**src/rtl/jtpang_rombank.sv**
```systemverilog
// Z80 ROM banking and fetch controller: NWIN banked sub-windows in 0x8000-0xBFFF,
// SDRAM fetch handshake with CPU wait and timeout. Optional one-entry cache: JTPANG_ROMBANK_CACHE_EN.
module jtpang_rombank #(
  parameter int ROM_AW    = 20,
  parameter int BANKW     = 4,
  parameter int NWIN      = 2,
  parameter int BANK_OFS  = 2,
  parameter int BANK_PORT = 2,
  parameter int TMO       = 255
) (
  input  logic                   clk,
  input  logic                   rst,
  input  logic [15:0]            A,
  input  logic                   mreq_n,
  input  logic                   iorq_n,
  input  logic                   rfsh_n,
  input  logic                   wr_n,
  input  logic                   rd_n,
  input  logic [7:0]             cpu_dout,
  output logic [ROM_AW-1:0]      rom_addr,
  output logic                   rom_cs,
  input  logic [7:0]             rom_data,
  input  logic                   rom_ok,
  output logic [7:0]             dout,
  output logic                   wait_n,
  output logic                   tmo_err,
  output logic [NWIN*BANKW-1:0]  banks
);

  localparam int          WIW   = (NWIN > 1) ? $clog2(NWIN) : 1;
  localparam int          WAW   = 14 - $clog2(NWIN);
  localparam int          CW    = $clog2(TMO + 1);
  localparam logic [13:0] WMASK = 14'((32'd1 << WAW) - 32'd1);

  typedef enum logic [1:0] {IDLE = 2'd0, FETCH = 2'd1, VALID = 2'd2} state_t;

  state_t            state_q, state_d;
  logic [BANKW-1:0]  bank_q [NWIN];
  logic [BANKW-1:0]  bank_d [NWIN];
  logic [ROM_AW-1:0] addr_q, addr_d;
  logic              cs_q, cs_d;
  logic [7:0]        dout_q, dout_d;
  logic              tmo_q, tmo_d;
  logic [CW-1:0]     cnt_q, cnt_d;
  logic [15:0]       a_q, a_d;
  logic              romsel, bank_wr, wait_low;
  logic [WIW-1:0]    win;
  logic [ROM_AW-1:0] page, addr_calc;
`ifdef JTPANG_ROMBANK_CACHE_EN
  logic              cvld_q, cvld_d;
  logic [ROM_AW-1:0] caddr_q, caddr_d;
  logic [7:0]        cdata_q, cdata_d;
  logic              cache_hit;
`endif

  // rd_n and the data bits above the bank width play no part in decode
  logic unused_ok;
  assign unused_ok = ^{rd_n, cpu_dout[7:BANKW]};

  assign romsel   = !mreq_n && rfsh_n && (A[15:14] != 2'b11);
  assign rom_addr = addr_q;
  assign rom_cs   = cs_q;
  assign dout     = dout_q;
  assign tmo_err  = tmo_q;
  assign wait_n   = rst | ~wait_low;

  always_comb begin
    win  = (NWIN > 1) ? WIW'(A[13:0] >> WAW) : '0;
    page = ROM_AW'(bank_q[win]) + ROM_AW'(BANK_OFS);
    if (!A[15]) addr_calc = ROM_AW'(A[14:0]);
    else        addr_calc = (page << WAW) | ROM_AW'(A[13:0] & WMASK);
    bank_wr = 1'b0;
    for (int i = 0; i < NWIN; i++) begin
      bank_d[i] = bank_q[i];
      if (!iorq_n && !wr_n && A[4:0] == 5'(BANK_PORT + i)) begin
        bank_d[i] = cpu_dout[BANKW-1:0];
        bank_wr   = 1'b1;
      end else begin
        bank_d[i] = bank_q[i];
      end
    end
    for (int i = 0; i < NWIN; i++) banks[i*BANKW +: BANKW] = bank_q[i];
  end

`ifdef JTPANG_ROMBANK_CACHE_EN
  assign cache_hit = cvld_q && (caddr_q == addr_calc);
`endif

  always_comb begin
    state_d  = state_q;
    addr_d   = addr_q;
    cs_d     = cs_q;
    dout_d   = dout_q;
    tmo_d    = tmo_q;
    cnt_d    = cnt_q;
    a_d      = a_q;
    wait_low = 1'b0;
`ifdef JTPANG_ROMBANK_CACHE_EN
    cvld_d   = cvld_q;
    caddr_d  = caddr_q;
    cdata_d  = cdata_q;
`endif
    case (state_q)
      IDLE: begin
        if (romsel) begin
          a_d = A;
`ifdef JTPANG_ROMBANK_CACHE_EN
          if (cache_hit) begin
            dout_d  = cdata_q;
            state_d = VALID;
          end else begin
`endif
            addr_d   = addr_calc;
            cs_d     = 1'b1;
            cnt_d    = '0;
            wait_low = 1'b1;
            state_d  = FETCH;
`ifdef JTPANG_ROMBANK_CACHE_EN
          end
`endif
        end else begin
          state_d = IDLE;
        end
      end
      FETCH: begin
        // cnt_q==0 marks the first FETCH cycle, where rom_ok may still be stale
        if (mreq_n) begin
          cs_d    = 1'b0;
          state_d = IDLE;
        end else if (cnt_q != '0 && rom_ok) begin
          dout_d  = rom_data;
          cs_d    = 1'b0;
          state_d = VALID;
`ifdef JTPANG_ROMBANK_CACHE_EN
          cvld_d  = 1'b1;
          caddr_d = addr_q;
          cdata_d = rom_data;
`endif
        end else if (cnt_q + CW'(1) == CW'(TMO)) begin
          dout_d  = 8'hFF;
          tmo_d   = 1'b1;
          cs_d    = 1'b0;
          state_d = VALID;
`ifdef JTPANG_ROMBANK_CACHE_EN
          cvld_d  = 1'b0;
`endif
        end else begin
          cnt_d    = cnt_q + CW'(1);
          wait_low = 1'b1;
        end
      end
      VALID: begin
        if (mreq_n || !romsel || A != a_q) state_d = IDLE;
        else                               state_d = VALID;
      end
      default: begin
        cs_d    = 1'b0;
        state_d = IDLE;
      end
    endcase
`ifdef JTPANG_ROMBANK_CACHE_EN
    cvld_d = cvld_d & ~bank_wr;
`endif
  end

  // state, bank and fetch registers
  always_ff @(posedge clk or posedge rst) begin
    if (rst) begin
      state_q <= IDLE;
      for (int i = 0; i < NWIN; i++) bank_q[i] <= '0;
      addr_q  <= '0;
      cs_q    <= 1'b0;
      dout_q  <= 8'hFF;
      tmo_q   <= 1'b0;
      cnt_q   <= '0;
      a_q     <= 16'h0000;
`ifdef JTPANG_ROMBANK_CACHE_EN
      cvld_q  <= 1'b0;
      caddr_q <= '0;
      cdata_q <= 8'h00;
`endif
    end else begin
      state_q <= state_d;
      for (int i = 0; i < NWIN; i++) bank_q[i] <= bank_d[i];
      addr_q  <= addr_d;
      cs_q    <= cs_d;
      dout_q  <= dout_d;
      tmo_q   <= tmo_d;
      cnt_q   <= cnt_d;
      a_q     <= a_d;
`ifdef JTPANG_ROMBANK_CACHE_EN
      cvld_q  <= cvld_d;
      caddr_q <= caddr_d;
      cdata_q <= cdata_d;
`endif
    end
  end

endmodule

```
**config.mk**
```make
export PLATFORM = sky130hd
export DESIGN_NAME = jtpang_rombank
export DESIGN_NICKNAME = d
export VERILOG_FILES = /design/src/rtl/jtpang_rombank.sv
export SDC_FILE = /design/constraint.sdc
export NUM_CORES = 1
export LEC_CHECK = 0
export ABC_AREA = 1
export CAP_MARGIN = 15
export CORE_MARGIN = 5
export CORE_UTILIZATION = 34
export DETAILED_ROUTE_END_ITERATION = 8
export DONT_BUFFER_PORTS = 1
export PLACE_DENSITY = 0.6
export SYNTH_ARGS = -nofsm -noshare
export SYNTH_HDL_FRONTEND = slang
export SYNTH_SLANG_ARGS = --single-unit
export TNS_END_PERCENT = 30
```
**constraint.sdc**
```tcl
create_clock -name clk -period 2.93 [get_ports clk]
set_input_delay 0.586 -clock clk [delete_from_list [all_inputs] [get_ports clk]]
set_output_delay 0.586 -clock clk [all_outputs]
set_load 0.02 [all_outputs]
```
# Word level (Yosys, flattened, before mapping)
# Index checks and enable logic that the tools add are counted.
# Widths: inputs -> output; s select.
# word_totals
in_bits	40
word_cells	79
reg_bits	64
# classes
muxes	27
bitwise_logic	7
n_reduce_logical	21
order_cmp	1
n_eq_ne	12
addsub	2
# ops
operator	count
$mux 8	6
$mux 20	1
$or 18x13->18	1
$ne 16x16->1	1
$pmux 8 s2	1
$mux 4	3
$eq 5x2->1 const B	2
$ne 2x2->1 const B	5
$mux 1	9
$add 8x1->8 const B	1
$eq 8x8->1 const B	1
$mux 2	4
$reduce_bool 8->1	1
$logic_and 1x1->1	6
$pmux 2 s3	1
$reduce_and 3->1	2
$add 4x2->5 const B	1
$reduce_and 5->1	1
$logic_not 1->1	4
$ne 4x4->1 const B	1
$not 1->1	4
$reduce_and 4->1	1
$reduce_bool 2->1	2
$pmux 1 s3	1
other kinds (9)	10

# Longest topological paths before layout
# logic_depth
ltp_word	8
depth_mapped	12
ltp_nobuf	12

# Worst setup path before layout
# No wires, ideal clock.
# synth_path
path_type	input port to output port
start	in rst
end	out wait_n
slack_ps	351
t_required_ps	2344
cell_stages	2
arrival_ps	1993
path_buffers	0
cell_sequence	inv_1 > nand2_1
# synth_via
elab_chain_len	1
# synth_rtl
element	line	rtl
from (decl)	12	input logic rst,
$or 1x1->1	65	assign wait_n = rst | ~wait_low;
to (decl)	25	output logic wait_n,
# Every way passes these cells.

# Worst setup path after layout
# layout_path
start	reg cnt_q[1]
end	out wait_n
# layout_via
elab_chain_len	8
# layout_rtl
element	line	rtl
from (decl)	44	logic [CW-1:0] cnt_q, cnt_d;
from (signal assigned)	189	cnt_q <= cnt_d;
$add 8x1->8	139	end else if (cnt_q + CW'(1) == CW'(TMO)) begin
$eq 8x8->1	139	
$mux 1	139	
$mux 1 (*)	130	end else if (cnt_q != '0 && rom_ok) begin
$mux 1 (*)	127	if (mreq_n) begin
$pmux 1 s2 (*)	103	case (state_q)
$not 1->1 (*)	65	
$or 1x1->1 (*)	65	
# Every way passes the cells marked *; elsewhere a longest branch is shown, timed or not.

==> reports/results.ini <==
[outcome]
status=finished, final reports clean

[yosys]
synthFlopType=dfrtp_1
synth_common_cells=nand2_1, dfrtp_1, inv_1
ys_ff_latch=49
yosysMostFrequentCell=nand2_1
synth_area_leader_cell=dfrtp_1
yosysWarnings=0
avgSynthCellArea_um2=7.88
synth_seq_area_share_pct=45.7
synth_top_area_share_pct=38.0
synth_edf_count=0
synth_area_um2=2700
postSynthCellCount=343
synth.area.top_cells=dfrtp_1, nand2_1, dfstp_2
synthArstFlopShare_pct=100
ys_types=32

[grt]
grtUsageTotal_pct=12.6
gr-total-overflow=0
grt_max_degree=50
antenna_found_initial=0
grt_pass1_wl_um=10000
grt_pass1_vias=2015

[cts]
numCtsBuffers=5
clk_pin_slew_worst_paths_ps=90
cts_tree=built
clkSinkCount=49
clk_root_buffer_cell=clkbuf_8
htree_levels=2
clock_path_buffers=2
cts-hold-fix-buffers=0
post_cts_resized=0
postCtsSetupBuffers=0
clk_latency_ps=300

[cells_and_area]
syn2layout_area_growth_pct=3.19
final_nets=375
antenna_cells=0
layout-drive-gt1-share_pct=13.0

[timing]
max_clock_freq_ghz=0.376
rsz0062_at_grt=false
fin_worst_skew_ps=4.82
whs_ps=373
fin_crit_sh_pct=90.7
finalSetupViolations=0
fin_setup_tns_ps=0
timing_hold_violations_final=0
worst_pin_slew_ps=633
drv_slew=0
fin_crit_ps=2660
slew_headroom_pct=57.8

[worst_setup_path]
worstReg2RegEnd=cnt_q[6]
critPathCapture=wait_n
path_class=register to output port
required_ps=2340
path_max_fanout=9
start_kind=register
crit_start=cnt_q[1]
end_kind=output port
worstPathArrival_ps=2070
rrSetupSlack_ps=1110
reg2reg_from=cnt_q[0]
rr_worst_depth=8

[floorplanning]
rows=32
dieArea_um2=9830
die_y_um=99.2
die_w_um=99.2
coreArea_um2=7730
io_pins=79
start_util_pct=35.0

[detailed_routing]
vias=2027
drc_errors=0
routed_via_density=4.67
avgRoutedWirePerCell_um=13.8
first_pass_iters=4
ant_nets=0
drt-initial-drc-count=50
routed_wirelength_um=6010

[flow_run]
maxCapViolCount=0

[hold_path]
hp-class=primary input to asynchronous set/reset pin

[power]
leakage_nw=1.35
worst_ir_drop_vdd_mv=0.317
powerDensity_nw_per_um2=767

[placed_design]
hpwl_um=4500
portBuffers=0
place.gp.congestion=0.804

==> layout by cell type (no fill, tap or decap), types with 2 or more instances in the layout <==
cell type	instances
o21bai_1	3
nand4_1	5
ha_1	4
inv_1	36
nand3_1	20
nor3_1	3
nor2_2	2
mux2_2	5
dfrtp_1	41
o21ai_0	26
buf_4	3
nand2_2	4
dfstp_2	8
conb_1	2
clkbuf_8	5
xnor2_1	7
clkbuf_1	2
nand2_4	2
inv_2	2
nand2_1	108
or2_2	9
nor2_1	24
==> sequential cells by signal (all words and copies together), names as in the netlist <==
name / cells
rom_addr: 5
a_q: 16
cnt_q: 8
rom_cs: 1
banks: 8
state_q: 2
tmo_err: 1
dout: 8
==> how the worst min path moves through the flow <==
| stage | from | end | slack [ps] | cells past startpoint |
|---|---|---|---|---|
| 4_1_cts | A[2] | a_q[2] | 370 | 2 |
| 3_5_place_dp | a_q[14] | a_q[14] | 490 | 2 |
| 6_report | rst | rom_addr[16] | 370 | 2 |
| 5_1_grt | A[6] | a_q[6] | 370 | 2 |
| 3_3_place_gp | a_q[14] | a_q[14] | 480 | 2 |
| 2_1_floorplan | state_q[0] | rom_cs | 450 | 1 |
==> critical path: stages (launching register included) <==
cell	delay [ps]
dfrtp_1	440
ha_1	250
nand3_1	140
o21bai_1	150
nand2_1	90
nor2_1	100
nand3_1	140
nand2_2	220
inv_2	50
nand2_1	180
==> metrics by stage <==
step                total power, mW  utilization (%)  worst slack [ps]  cell area [um^2]  std cells
floorplan                      1.71                -               351              2710        344
global placement               1.75             35.0               603              2710        426
detailed placement             1.77             35.0               602              2710        426
CTS                            2.18             36.1               250              2790        434
global route                   2.31             36.1              42.4              2790        434
finish                         2.14             36.1               273              2790        434
==> per-layer routing <==
metal | vias to the layer above | share of wire (%) | GRT usage (%)
li1 | 1032 | - | -
met1 | 928 | 42 | 14.7
met2 | 60 | 49 | 21.8
met3 | 7 | 8.2 | 4.42
met4 | 0 | 1.1 | 3.47
met5 | - | 0 | 0
==> where the power goes <==
group	switching (mW)	internal, mW	total (mW)
registers	0.361	0.904	1.27
logic	0.279	0.194	0.473
clock network	0.231	0.170	0.401
==> final cells by class <==
class | instances | area, um^2
Clock inverter | 1 | 7.51
Inverter | 38 | 143
Timing Repair Buffer | 3 | 22.5
Fill cell | 799 | 4940
Sequential cell | 49 | 1240
Clock buffer | 7 | 76.3
Multi-Input combinational cell | 234 | 1180
Tap cell | 102 | 128
==> logic make-up (layout without fill, tap and decap cells) <==
group	Yosys count	after routing	synth area share [%]
mux	5	5	2.08
fa+ha+maj	4	4	1.85
flops	49	49	45.7
buf+inv	61	49	10.9
other cells	1	2	0.139
compound gates	34	34	6.90
simple gates	181	181	29.8
xor+xnor	8	8	2.59
Note: power is estimated with default switching activity, not from simulation.
